**src/rtl/mips_cpu_mem_port.sv**
```systemverilog
// mips_cpu_mem_port: memory port of the multicycle MIPS core.
// Turns instruction-fetch and load/store requests from the CPU control FSM
// into Avalon-MM master transactions on the unified memory bus. It returns
// read words on rdata and stalls the control FSM through wait_request.
//
// Ports:
//   clk, reset_n             clock, synchronous active-low reset
//   fetch_req, pc            instruction fetch request / byte address
//   data_rd_req, data_wr_req load / store requests
//   data_addr, data_wdata    load/store byte address, store data
//   data_be                  load/store byte enables
//   wait_request             combinational stall to the control FSM
//   done                     one-cycle completion pulse
//   rdata                    last read word (fetch or load)
//   misaligned               one-cycle pulse, request rejected (addr[1:0]!=0)
//   timeout                  sticky watchdog flag
//   avm_*                    Avalon-MM master interface (outputs registered)
//
// Optional feature: define MEM_PORT_TIMEOUT_EN to enable the waitrequest
// watchdog (TIMEOUT_CYCLES wait cycles per access). Without it, ACCESS
// waits indefinitely and timeout stays 0.
module mips_cpu_mem_port #(
   parameter int unsigned TIMEOUT_CYCLES = 1024
) (
   input  logic        clk,
   input  logic        reset_n,
   input  logic        fetch_req,
   input  logic [31:0] pc,
   input  logic        data_rd_req,
   input  logic        data_wr_req,
   input  logic [31:0] data_addr,
   input  logic [31:0] data_wdata,
   input  logic [3:0]  data_be,
   output logic        wait_request,
   output logic        done,
   output logic [31:0] rdata,
   output logic        misaligned,
   output logic        timeout,
   output logic [31:0] avm_address,
   output logic        avm_read,
   output logic        avm_write,
   output logic [31:0] avm_writedata,
   output logic [3:0]  avm_byteenable,
   input  logic        avm_waitrequest,
   input  logic [31:0] avm_readdata
);

   // Elaboration-time sanity check on the watchdog limit
   if (TIMEOUT_CYCLES < 1) begin : g_bad_cfg
      $error("TIMEOUT_CYCLES must be at least 1");
   end

   typedef enum logic [1:0] {
      IDLE    = 2'd0,
      ACCESS  = 2'd1,
      CAPTURE = 2'd2
   } state_t;

   state_t      state, state_nxt;
   logic [31:0] avm_address_nxt, avm_writedata_nxt, rdata_nxt;
   logic [3:0]  avm_byteenable_nxt;
   logic        avm_read_nxt, avm_write_nxt;
   logic        done_nxt, misaligned_nxt, timeout_nxt;

`ifdef MEM_PORT_TIMEOUT_EN
   localparam int unsigned CNT_W = $clog2(TIMEOUT_CYCLES) + 1;
   logic [CNT_W-1:0] wait_cnt, wait_cnt_nxt;
`endif

   // Arbitration: store > load > fetch
   logic        any_req;
   logic        data_sel;
   logic [31:0] sel_addr;
   logic        sel_aligned;

   assign any_req     = fetch_req | data_rd_req | data_wr_req;
   assign data_sel    = data_wr_req | data_rd_req;
   assign sel_addr    = data_sel ? data_addr : pc;
   assign sel_aligned = (sel_addr[1:0] == 2'b00);

   // Stall: busy on the bus, or an aligned request about to be issued.
   // The done cycle is left unstalled so the control FSM advances once.
   assign wait_request = (state != IDLE) || (any_req && !done && sel_aligned);

   // Next-state and next-output logic
   always_comb begin
      state_nxt          = state;
      avm_address_nxt    = avm_address;
      avm_read_nxt       = avm_read;
      avm_write_nxt      = avm_write;
      avm_writedata_nxt  = avm_writedata;
      avm_byteenable_nxt = avm_byteenable;
      rdata_nxt          = rdata;
      done_nxt           = 1'b0;
      misaligned_nxt     = 1'b0;
      timeout_nxt        = timeout;
`ifdef MEM_PORT_TIMEOUT_EN
      wait_cnt_nxt       = '0;
`endif

      unique case (state)
         IDLE: begin
            // A request still high in the done/misaligned cycle is the one
            // just finished, so it is not re-issued.
            if (any_req && !done && !misaligned) begin
               if (!sel_aligned) begin
                  misaligned_nxt = 1'b1;
               end else begin
                  avm_address_nxt    = sel_addr;
                  avm_writedata_nxt  = data_wdata;
                  avm_byteenable_nxt = data_sel ? data_be : 4'hF;
                  avm_write_nxt      = data_wr_req;
                  avm_read_nxt       = !data_wr_req;
                  state_nxt          = ACCESS;
               end
            end
         end

         ACCESS: begin
            if (!avm_waitrequest) begin
               avm_read_nxt  = 1'b0;
               avm_write_nxt = 1'b0;
               if (avm_write) begin
                  done_nxt  = 1'b1;
                  state_nxt = IDLE;
               end else begin
                  state_nxt = CAPTURE;
               end
            end
`ifdef MEM_PORT_TIMEOUT_EN
            else if (wait_cnt == CNT_W'(TIMEOUT_CYCLES - 1)) begin
               // Watchdog abort: this edge is the last permitted wait cycle
               avm_read_nxt  = 1'b0;
               avm_write_nxt = 1'b0;
               timeout_nxt   = 1'b1;
               done_nxt      = 1'b1;
               if (avm_read) rdata_nxt = 32'hDEAD_BEEF;
               state_nxt     = IDLE;
            end else begin
               wait_cnt_nxt = wait_cnt + CNT_W'(1);
            end
`endif
         end

         CAPTURE: begin
            rdata_nxt = avm_readdata;
            done_nxt  = 1'b1;
            state_nxt = IDLE;
         end

         default: state_nxt = IDLE;
      endcase
   end

   // State and registered outputs
   always_ff @(posedge clk) begin
      if (!reset_n) begin
         state          <= IDLE;
         avm_address    <= '0;
         avm_read       <= 1'b0;
         avm_write      <= 1'b0;
         avm_writedata  <= '0;
         avm_byteenable <= '0;
         rdata          <= '0;
         done           <= 1'b0;
         misaligned     <= 1'b0;
         timeout        <= 1'b0;
`ifdef MEM_PORT_TIMEOUT_EN
         wait_cnt       <= '0;
`endif
      end else begin
         state          <= state_nxt;
         avm_address    <= avm_address_nxt;
         avm_read       <= avm_read_nxt;
         avm_write      <= avm_write_nxt;
         avm_writedata  <= avm_writedata_nxt;
         avm_byteenable <= avm_byteenable_nxt;
         rdata          <= rdata_nxt;
         done           <= done_nxt;
         misaligned     <= misaligned_nxt;
         timeout        <= timeout_nxt;
`ifdef MEM_PORT_TIMEOUT_EN
         wait_cnt       <= wait_cnt_nxt;
`endif
      end
   end

endmodule

```
**config.mk**
```make
export PLATFORM = sky130hd
export DESIGN_NAME = mips_cpu_mem_port
export DESIGN_NICKNAME = d
export VERILOG_FILES = /design/src/rtl/mips_cpu_mem_port.sv
export SDC_FILE = /design/constraint.sdc
export NUM_CORES = 1
export LEC_CHECK = 0
export CAP_MARGIN = 20
export CELL_PAD_IN_SITES_DETAIL_PLACEMENT = 1
export CELL_PAD_IN_SITES_GLOBAL_PLACEMENT = 1
export CORE_UTILIZATION = 29
export CTS_BUF_LIST = sky130_fd_sc_hd__clkbuf_8
export CTS_CLUSTER_SIZE = 30
export DETAILED_ROUTE_END_ITERATION = 7
export GPL_TIMING_DRIVEN = 0
export HOLD_SLACK_MARGIN = 0.08
export PLACE_DENSITY_LB_ADDON = 0.3
export SLEW_MARGIN = 20
export SYNTH_ARGS = -nofsm -noshare
export SYNTH_HDL_FRONTEND = slang
export SYNTH_SLANG_ARGS = --single-unit
```
**constraint.sdc**
```tcl
create_clock -name clk -period 2.4 [get_ports clk]
set_input_delay 0.48 -clock clk [delete_from_list [all_inputs] [get_ports clk]]
set_output_delay 0.48 -clock clk [all_outputs]
set_load 0.01 [all_outputs]
```
# Word level (Yosys, flattened, before mapping)
# Cells that the tools add are included.
totals:
  register_bits: 106
  output_inout_bits: 106
  elab_cells: 50
op_classes:
  bitwise_logic: 3
  eq_ne: 5
  n_reduce_logical: 15
  n_mux: 18
ops:
  columns: ["op", "n"]
  rows:
  - ["32-bit 2-to-1 mux", 1]
  - ["3-bit AND reduction", 3]
  - ["1-bit 2-to-1 mux", 8]
  - ["2-bit 2-to-1 mux", 4]
  - ["2-bit != test, second input constant", 3]
  - ["1-bit case mux with 2 select lines", 3]
  - ["2-bit logical NOT", 2]
  - ["4-bit 2-to-1 mux", 1]
  - ["2-bit case mux with 2 select lines", 1]
  - ["4-bit AND reduction", 1]
  - ["2-bit nonzero test", 2]
  - ["1-bit logical AND", 3]
  - ["1-bit logical NOT", 3]
  - ["1-bit OR", 3]
  - ["2-bit by 1-bit == test with 1-bit output, second input constant", 1]
  - ["2-bit == test, second input constant", 1]
  - ["1-bit logical OR", 1]

# Logic depth before layout (Yosys ltp)
# Gate-level depths: netlist (run 1).
depth:
  ltp_word: 6
  ltp_mapped: 7
  depth_no_buf: 6

# Least setup slack after synthesis (run 1)
# Ideal clock, no wire load.
synth_path:
  kind: "input-to-output"
  start: "input port data_wr_req"
  end: "output port wait_request"
  cell_stages: 5
  n_path_buf: 1
  arrival_ns: 1.768
  slack_ns: 0.152
  path_cell_list: "or4_4 o31ai_4 clkbuf_1 nand2_1 o21ai_0"
synth_between:
  elab_chain_len: 5
  elab_cells_between_ends: 7
  classes_between: "1 x mux; 2 x bitwise; 4 x reduce/logical"
synth_lines:
  columns: ["element", "line_no", "text"]
  rows:
  - ["from (decl)", "30", "input logic data_wr_req,"]
  - ["1-bit OR", "77", "assign data_sel = data_wr_req | data_rd_req;"]
  - ["32-bit 2-to-1 mux", "78", "assign sel_addr = data_sel ? data_addr : pc;"]
  - ["2-bit logical NOT", "79", "assign sel_aligned = (sel_addr[1:0] == 2'b00);"]
  - ["1-bit logical AND *", "83", "assign wait_request = (state != IDLE) || (any_req && !done && sel_aligned);"]
  - ["1-bit logical OR *", "83", null]
  - ["to (decl)", "34", "output logic wait_request,"]
# Every way passes the cells marked *; elsewhere a longest branch is shown, timed or not.

# Worst setup path in the final report (run 1)
# Same ends and word-level chain as after synthesis.

==> out/results.ini, run 1 <==
[sta]
setup-violations-final=0
slew_viol_final=0
final_hold_viol_count=0
worst_clock_skew_ns=0.01273
final.period_utilization_pct=98.29
hold_ws_ns=0.4655
clock.fmax_mhz=423.9
setup_slack_of_the_critical_path_after_layout_ns=0.04101
fin_tns_setup_ns=0
setup_repair_after_global_routing_missed_its_margin=false
final_period_minus_worst_setup_slack_ns=2.359
worst-slew-pin-transition_ns=0.7012
slew-limit-headroom_pct=53.25

[final_layout]
multiInputGateArea_um2=2235
finalCoreUtilization_pct=49.08
post_route_cells_drive_above_1_share_pct=5.337
stdcell_count=923
layout-area-overhead-vs-synth_pct=64.20
total_number_of_nets_in_the_final_design=848
stdcell_area_um2=7488
area.sequential_um2=2122
fillers=1721
n_antenna_cell=0

[critical_path]
arrival_ns=1.88
endpoint_kind=primary output
setup.worst_path.class=in -> out
maximum_fanout_along_the_worst_path=5
timing.reg2reg.worst_path_depth=6
worstSetupStartpointType=input port
required_ns=1.92

[floorplanning]
dieWidth_um=127.4
dieHeight_um=127.4
num_io_pins=244
die_area_um2=16230
rows=45
floorplan.initialDensity_pct=29.89
design.core.area_um2=15260

[drt]
detail-route-antenna-nets=0
dr.first_iter.drc_count=99
firstDrtPassIters=4
finalWirelength_mm=15.44
via_count=4324
drc=0
drt-wirelength-per-cell_um=16.73
vias_per_cell=4.685

[worst_hold_path]
worstHoldPathType=reg -> reg
hold-path-cell-count=2

[clocking]
worst_setup_hold_path_clk_slew_ns=0.10
cts_num_sinks=106
clock-root-buffer=sky130_fd_sc_hd__clkbuf_8
worstSkewPairLatency_ns=0.37
cts_htree_levels=3
tritoncts=built
cts_inserted_buffers=9
max-clock-path-buffers=2
holdBufCountCts=0

[logic_synthesis]
postSynthAreaPerCell_um2=10.05
synth_xor_xnor_area_share_pct=0
synth_top_area_share_pct=46.53
ys_seq_area_share_pct=46.53
synth-seq-cells=106
synthesis.area_um2=4561
yosysUniqueCellTypes=32
synth-simple-area-share_pct=17.48
synth_compound_gate_area_share_pct=8.669
synthAdderAreaFrac_pct=0.8230
yosysWarnings=0
postSynthCellCount=454
synth_top_cell_by_area=sky130_fd_sc_hd__dfxtp_1
synth_mux_area_share_pct=21.73
leading_post_synthesis_cells_by_cell_area=sky130_fd_sc_hd__dfxtp_1 47%, sky130_fd_sc_hd__mux2i_1 22%, sky130_fd_sc_hd__o211a_1 6.6%
synth_top_family_by_area=multiplexers
synth_nets=595

[placed_design]
io_buffer_count=241
gpl.final_weighted_congestion=0.7423
placed_cells=906
dp_slack_ns=-1.141
dp_wirelength_mm=12.23
placed_cell_area_um2=7237

[run_status]
run_status=finished, final reports clean

[pwr]
p_per_area_nw_per_um2=551.7
leakage_nw=2.969
peakVddDrop_uv=235.4
totalPowerFinal_mw=4.131

[global_route]
grt_antenna_before_repair=0
overflow=0
grt_first_pass_wirelength_mm=24.23
grt_usage_pct=19.24
grt_pass1_vias=4694
grt_max_degree=19

[flow_run]
drv.max_cap_violation_count=0

==> cell type report <==
class | instances | share of cell area, %
clock buffers | 9 | 1.654
clock inverters | 7 | 1.370
inverters | 4 | 0.2005
repair buffers | 243 | 32.31
multi-input cells | 303 | 29.84
well taps | 211 | 3.525
flip-flops and latches | 106 | 28.34
plain buffers | 40 | 2.757
==> cells in the final DEF (no fill, tap or decap), drive strengths merged, types with 5 or more instances in the layout <==
cell	netlist	routed
clkbuf	30	38
o21ai	7	7
clkdlybuf4s50	0	236
o211a	30	30
mux2i	99	99
nor2b	32	32
buf	11	14
nand2	75	75
nand4	31	31
dfxtp	106	106
inv	4	5
==> logic make-up (layout without fill, tap and decap cells) <==
family | after synthesis | after routing
muxes | 99 | 99
other | 1 | 1
and+or+nand+nor | 157 | 157
adders and majority gates | 3 | 3
buffers and inverters | 45 | 303
AOI/OAI and AO/OA | 43 | 43
DFF | 106 | 106
==> per-layer routing <==
metal	up-vias	global-route usage, %	part of all wire, %
li1	2100	-	-
met1	2045	21.06	41
met2	160	34.36	49
met3	19	6.323	8.2
met4	0	7.353	1.8
met5	-	0	0
==> what timing repair did <==
item	4_1_cts	5_1_grt
resized for setup	17	1
pin swaps	2	0
endpoints found under the setup margin	1	52
gates cloned	0	0
setup buffers	2	0
==> sequential cells by signal, summed over array words and instances, names as in the netlist <==
| signal | count |
|---|---|
| avm_address | 32 |
| avm_byteenable | 4 |
| avm_read | 1 |
| avm_write | 1 |
| avm_writedata | 32 |
| done | 1 |
| misaligned | 1 |
| rdata | 32 |
| state | 2 |
==> power breakdown <==
group          leakage, nW  switching [mW]  internal (mW)
Clock                0.115           0.646          0.599
Sequential           0.862          0.0633           1.86
Combinational         1.99           0.407          0.551
==> final timing paths <==
check	start	to	slack [ns]
max	data_wr_req	wait_request	0.04
min	avm_writedata[16]$_SDFFE_PN0P_	avm_writedata[16]$_SDFFE_PN0P_	0.47
max reg2reg	state[0]$_SDFFE_PN0P_	avm_address[19]$_SDFFE_PN0P_	0.41
min reg2reg	avm_writedata[16]$_SDFFE_PN0P_	avm_writedata[16]$_SDFFE_PN0P_	0.47
==> synthesized netlist by cell type <==
cell and n:
sky130_fd_sc_hd__nand2b_1 1, sky130_fd_sc_hd__and2_1 1, sky130_fd_sc_hd__nand4_1 31, sky130_fd_sc_hd__mux2i_1 99, sky130_fd_sc_hd__buf_2 3, sky130_fd_sc_hd__clkbuf_1 30, sky130_fd_sc_hd__buf_6 3, sky130_fd_sc_hd__nand2_1 75
sky130_fd_sc_hd__a31oi_1 1, sky130_fd_sc_hd__nor2_1 3, sky130_fd_sc_hd__conb_1 1, sky130_fd_sc_hd__and3_1 4, sky130_fd_sc_hd__nor3b_1 1, sky130_fd_sc_hd__ha_1 3, sky130_fd_sc_hd__buf_4 5, sky130_fd_sc_hd__dfxtp_1 106
sky130_fd_sc_hd__nand3b_1 1, sky130_fd_sc_hd__nor4bb_1 1, sky130_fd_sc_hd__o211a_1 30, sky130_fd_sc_hd__o31a_1 1, sky130_fd_sc_hd__o2111ai_1 1, sky130_fd_sc_hd__or4_4 1, sky130_fd_sc_hd__or3_1 1, sky130_fd_sc_hd__o21ai_0 7
sky130_fd_sc_hd__o22ai_1 1, sky130_fd_sc_hd__nor2_2 1, sky130_fd_sc_hd__o31ai_4 1, sky130_fd_sc_hd__nand3_1 3, sky130_fd_sc_hd__nand4b_1 1, sky130_fd_sc_hd__a41oi_1 1, sky130_fd_sc_hd__nor2b_1 32, sky130_fd_sc_hd__inv_1 4
==> critical path: stages <==
cell and delay (ns):
sky130_fd_sc_hd__clkdlybuf4s15_2 0.24, sky130_fd_sc_hd__or4_4 0.59, sky130_fd_sc_hd__o31ai_4 0.08, sky130_fd_sc_hd__clkbuf_8 0.17, sky130_fd_sc_hd__nand2_1 0.04, sky130_fd_sc_hd__o21ai_1 0.12
sky130_fd_sc_hd__buf_2 0.15
Power figures use the tool's default switching activity.
==> run 2: changes to the inputs <==
PLACE_DENSITY_LB_ADDON = 0.1   (was 0.3)
==> out/results.ini, run 2 (synthesized netlist as in run 1, its figures left out) <==
[final_layout]
post_route_cells_drive_above_1_share_pct=5.602
finalCoreUtilization_pct=49.04
largest_registers=avm_address: 32 flops, avm_writedata: 32 flops, rdata: 32 flops
total_number_of_nets_in_the_final_design=850
final_common_cell=sky130_fd_sc_hd__clkdlybuf4s50_1
layout-area-overhead-vs-synth_pct=64.06
stdcell_count=925
layout.cells.most_common_list=236 x sky130_fd_sc_hd__clkdlybuf4s50_1, 106 x sky130_fd_sc_hd__dfxtp_1, 99 x sky130_fd_sc_hd__mux2i_1, 75 x sky130_fd_sc_hd__nand2_1, 32 x sky130_fd_sc_hd__nor2b_1
n_antenna_cell=0
fillers=1715

[critical_path]
endpoint_kind=primary output
worstSetupStartpointType=input port
timing.reg2reg.worst_path_depth=6
maximum_fanout_along_the_worst_path=2
setup.worst_path.class=in -> out
required_ns=1.92
cpPeakStageDelay_ns=0.56
arrival_ns=1.84
cell_at_the_slowest_stage_of_the_critical_path=sky130_fd_sc_hd__or4_4
path_delay_family=simple AND/OR/NAND/NOR gates
timing.critical_path.cells=dlygate4sd2_1 -> or4_4 -> o31ai_4 -> clkbuf_8 -> nand2_1 -> o21ai_1 -> buf_2
path_depth=7
critical_path.n_buffers_inverters=3

[clocking]
worstSkewPairLatency_ns=0.38
holdBufCountCts=0
clock-root-buffer=sky130_fd_sc_hd__clkbuf_8
cts_num_sinks=106
max-clock-path-buffers=2
cts_inserted_buffers=9
cts_htree_levels=3
tritoncts=built
worst_setup_hold_path_clk_slew_ns=0.10

[drt]
vias_per_cell=4.722
firstDrtPassIters=4
finalWirelength_mm=15.19
detail-route-antenna-nets=0
dr.first_iter.drc_count=131
drc=0
via_count=4368
drt-wirelength-per-cell_um=16.42

[placed_design]
io_buffer_count=241
dp_wirelength_mm=11.76
gpl.final_weighted_congestion=0.7606
placed_cells=906
dp_slack_ns=-1.082

[global_route]
grt_max_degree=18
grt_pass1_vias=4740
overflow=0
grt_antenna_before_repair=0
grt_usage_pct=19.00
grt_first_pass_wirelength_mm=24.12

[sta]
hold_ws_ns=0.4618
final.period_utilization_pct=96.80
slew_viol_final=0
worst_clock_skew_ns=0.01443
final_period_minus_worst_setup_slack_ns=2.323
final_hold_viol_count=0
slew-limit-headroom_pct=52.93
worst-slew-pin-transition_ns=0.7060
clock.fmax_mhz=430.4
setup_repair_after_global_routing_missed_its_margin=false
setup_slack_of_the_critical_path_after_layout_ns=0.07670
setup-violations-final=0

[floorplanning]
die_area_um2=16230
design.core.area_um2=15260
num_io_pins=244
rows=45
floorplan.initialDensity_pct=29.89
dieWidth_um=127.4
dieHeight_um=127.4

[pwr]
leakage_nw=2.969
p_per_area_nw_per_um2=545.0
peakVddDrop_uv=253.2

[run_status]
run_status=finished, final reports clean

[flow_run]
drv.max_cap_violation_count=0

[worst_hold_path]
hold-path-cell-count=2
worstHoldPathType=reg -> reg

## run 2: cell types whose count changed in the layout (fill, tap and decap cells not counted), sizes merged
cell           delta
clkbuf            +2
clkinv            -2
clkdlybuf4s15     -1
clkinvlp          +1
bufinv            -1
buf               +3
## run 2: what timing repair did
action | in CTS | in global routing
resized for setup | 17 | 2
gates cloned | 0 | 0
endpoints found under the setup margin | 1 | 2
pin swaps | 2 | 1
setup buffers | 4 | 0
## run 2: area by class of cell
| type | instances | area [um2] | area share [%] |
|---|---|---|---|
| Timing Repair Buffer | 245 | 2429 | 32.46 |
| Multi-Input combinational cell | 303 | 2235 | 29.87 |
| Sequential cell | 106 | 2122 | 28.36 |
| Tap cell | 211 | 264.0 | 3.528 |
| Buffer | 40 | 206.4 | 2.759 |
| Clock buffer | 11 | 151.4 | 2.023 |
| Clock inverter | 5 | 60.06 | 0.8027 |
| Inverter | 4 | 15.01 | 0.2007 |
## run 2: through the flow
stage / setup TNS (ns) / instance area (um2) / total power, mW
2_1_floorplan: 0 / 4561 / 2.365
3_3_place_gp: -13.85 / 7237 / 2.899
3_5_place_dp: -15.04 / 7237 / 2.926
4_1_cts: 0 / 7483 / 4.123
5_1_grt: 0 / 7482 / 4.302
6_report: 0 / 7482 / 4.078
## run 2: report_power, final
part | switching, mW | leakage, nW | internal (mW)
Sequential | 0.0600 | 0.862 | 1.86
Combinational | 0.405 | 2.00 | 0.553
Clock | 0.651 | 0.106 | 0.544
Total | 1.12 | 2.97 | 2.96
## run 2: worst paths after layout
check                                start                             to  slack [ns]
max                                  pc[1]                   wait_request        0.08
min          avm_writedata[8]$_SDFFE_PN0P_  avm_writedata[8]$_SDFFE_PN0P_        0.46
max reg2reg          state[0]$_SDFFE_PN0P_          rdata[5]$_SDFFE_PN0P_        0.49
min reg2reg  avm_writedata[8]$_SDFFE_PN0P_  avm_writedata[8]$_SDFFE_PN0P_        0.46
## run 2: worst reg2reg max path: stages (launching register included)
cell and delay, ns:
sky130_fd_sc_hd__dfxtp_1 0.34, sky130_fd_sc_hd__inv_1 0.08, sky130_fd_sc_hd__ha_1 0.14, sky130_fd_sc_hd__clkbuf_1 0.30, sky130_fd_sc_hd__clkbuf_1 0.59, sky130_fd_sc_hd__mux2i_1 0.30, sky130_fd_sc_hd__nor2b_1 0.07
## run 2: per-layer routing
metal	track usage, %	wire length (um)	up-vias
li1	-	-	2100
met1	21.65	6279	2111
met2	33.88	7651	141
met3	5.025	1010	16
met4	7.073	252	0
met5	0	0	-
==> run 3: changes to the inputs <==
PLACE_DENSITY = 0.92   (was default)
PLACE_DENSITY_LB_ADDON = default   (was 0.1)
==> out/results.ini, run 3 (synthesized netlist as in run 1, its figures left out) <==
[run_status]
run_status=finished, final reports clean

[floorplanning]
design.core.area_um2=15260
num_io_pins=244
die_area_um2=16230
dieHeight_um=127.4
rows=45
floorplan.initialDensity_pct=29.89
dieWidth_um=127.4

[final_layout]
post_route_cells_drive_above_1_share_pct=5.337
n_antenna_cell=0
layout-area-overhead-vs-synth_pct=63.21
largest_registers=avm_address: 32 flops, avm_writedata: 32 flops, rdata: 32 flops
fillers=1703
multiInputGateArea_um2=2240
area.sequential_um2=2122
final_common_cell=sky130_fd_sc_hd__clkdlybuf4s50_1
stdcell_area_um2=7443
stdcell_count=923
total_number_of_nets_in_the_final_design=848
layout.cells.most_common_list=236 x sky130_fd_sc_hd__clkdlybuf4s50_1, 106 x sky130_fd_sc_hd__dfxtp_1, 99 x sky130_fd_sc_hd__mux2i_1, 75 x sky130_fd_sc_hd__nand2_1, 32 x sky130_fd_sc_hd__nor2b_1

[sta]
worst_clock_skew_ns=0.01715
setup_repair_after_global_routing_missed_its_margin=false
final_hold_viol_count=0
clock.fmax_mhz=426.6
slew_viol_final=0
worst-slew-pin-transition_ns=0.7358
setup-violations-final=0
final.period_utilization_pct=97.68
slew-limit-headroom_pct=50.95
final_period_minus_worst_setup_slack_ns=2.344

[drt]
dr.first_iter.drc_count=106
detail-route-antenna-nets=0
vias_per_cell=4.789
via_count=4420
finalWirelength_mm=16.54
firstDrtPassIters=4
drt-wirelength-per-cell_um=17.92
drc=0

[critical_path]
maximum_fanout_along_the_worst_path=2
timing.reg2reg.worst_path_depth=5
arrival_ns=1.86
endpoint_kind=primary output
setup.worst_path.class=in -> out
required_ns=1.92
worstSetupStartpointType=input port

[placed_design]
io_buffer_count=241
dp_wirelength_mm=13.14
placed_cells=906
placed_cell_area_um2=7237
gpl.final_weighted_congestion=0.7227

[global_route]
grt_pass1_vias=4810
grt_antenna_before_repair=0
grt_first_pass_wirelength_mm=25.61
grt_max_degree=19
grt_usage_pct=20.44
overflow=0

[clocking]
worst_setup_hold_path_clk_slew_ns=0.10
max-clock-path-buffers=2
tritoncts=built
clock-root-buffer=sky130_fd_sc_hd__clkbuf_8
cts_htree_levels=3
cts_num_sinks=106
holdBufCountCts=0
worstSkewPairLatency_ns=0.38
cts_inserted_buffers=9

[flow_run]
drv.max_cap_violation_count=0

[pwr]
p_per_area_nw_per_um2=529.4
peakVddDrop_uv=260.1
totalPowerFinal_mw=3.941
leakage_nw=2.944

[worst_hold_path]
hold-path-cell-count=2
worstHoldPathType=reg -> reg

run 3: cell count changes in the layout (fill, tap and decap cells not counted), sizes merged:
cell	previous run	this run
clkdlybuf4s15	0	1
bufinv	1	0
buf	17	14
inv	5	6
clkinv	2	4
clkbuf	40	38
run 3: report_power, final:
| part | switching, mW | total, mW | internal (mW) |
|---|---|---|---|
| sequential | 0.0661 | 1.93 | 1.86 |
| combinational | 0.421 | 0.972 | 0.551 |
| clock | 0.652 | 1.04 | 0.386 |
| total | 1.14 | 3.94 | 2.80 |
run 3: cell type report:
cell class | instances | share of cell area (%)
plain buffers | 40 | 2.774
flip-flops and latches | 106 | 28.51
clock buffers | 9 | 1.664
inverters | 4 | 0.2017
well taps | 211 | 3.547
multi-input cells | 303 | 30.09
repair buffers | 243 | 32.51
clock inverters | 7 | 0.7060
run 3: path summary, 6_finish.rpt:
path | slack [ns] | end | from
min | 0.47 | avm_writedata[5]$_SDFFE_PN0P_ | avm_writedata[5]$_SDFFE_PN0P_
max | 0.06 | wait_request | pc[0]
min reg2reg | 0.47 | avm_writedata[5]$_SDFFE_PN0P_ | avm_writedata[5]$_SDFFE_PN0P_
max reg2reg | 0.38 | avm_address[0]$_SDFFE_PN0P_ | state[1]$_SDFFE_PN0P_
run 3: timing repair:
action | 4_1_cts | 5_1_grt
endpoints found under the setup margin | 1 | 37
buffers inserted | 2 | 0
pin swaps | 2 | 1
gates resized for setup | 18 | 1
run 3: routing by layer:
metal  global-route usage, %  wire length (um)  up-vias
li1                        -                 -     2108
met1                   21.20              6241     2112
met2                   38.93              8726      176
met3                   5.528              1221       24
met4                   7.633               356        0
met5                       0                 0        -
run 3: per-stage QoR:
step	utilization, %	worst slack, ns	hold WS [ns]	TNS [ns]
2_1_floorplan	-	0.1515	0.4515	0
3_3_place_gp	47.43	-1.032	0.4433	-16.92
3_5_place_dp	47.43	-1.070	0.4533	-19.76
4_1_cts	48.75	0.007305	0.4700	0
5_1_grt	48.78	0.005147	0.4847	0
6_report	48.78	0.05575	0.4653	0
run 3: worst max-delay path, cell delays in order:
cell	delay, ns
sky130_fd_sc_hd__dlygate4sd2_1	0.23
sky130_fd_sc_hd__or4_4	0.56
sky130_fd_sc_hd__o31ai_4	0.09
sky130_fd_sc_hd__clkbuf_8	0.18
sky130_fd_sc_hd__nand2_1	0.04
sky130_fd_sc_hd__o21ai_1	0.13
sky130_fd_sc_hd__buf_2	0.15
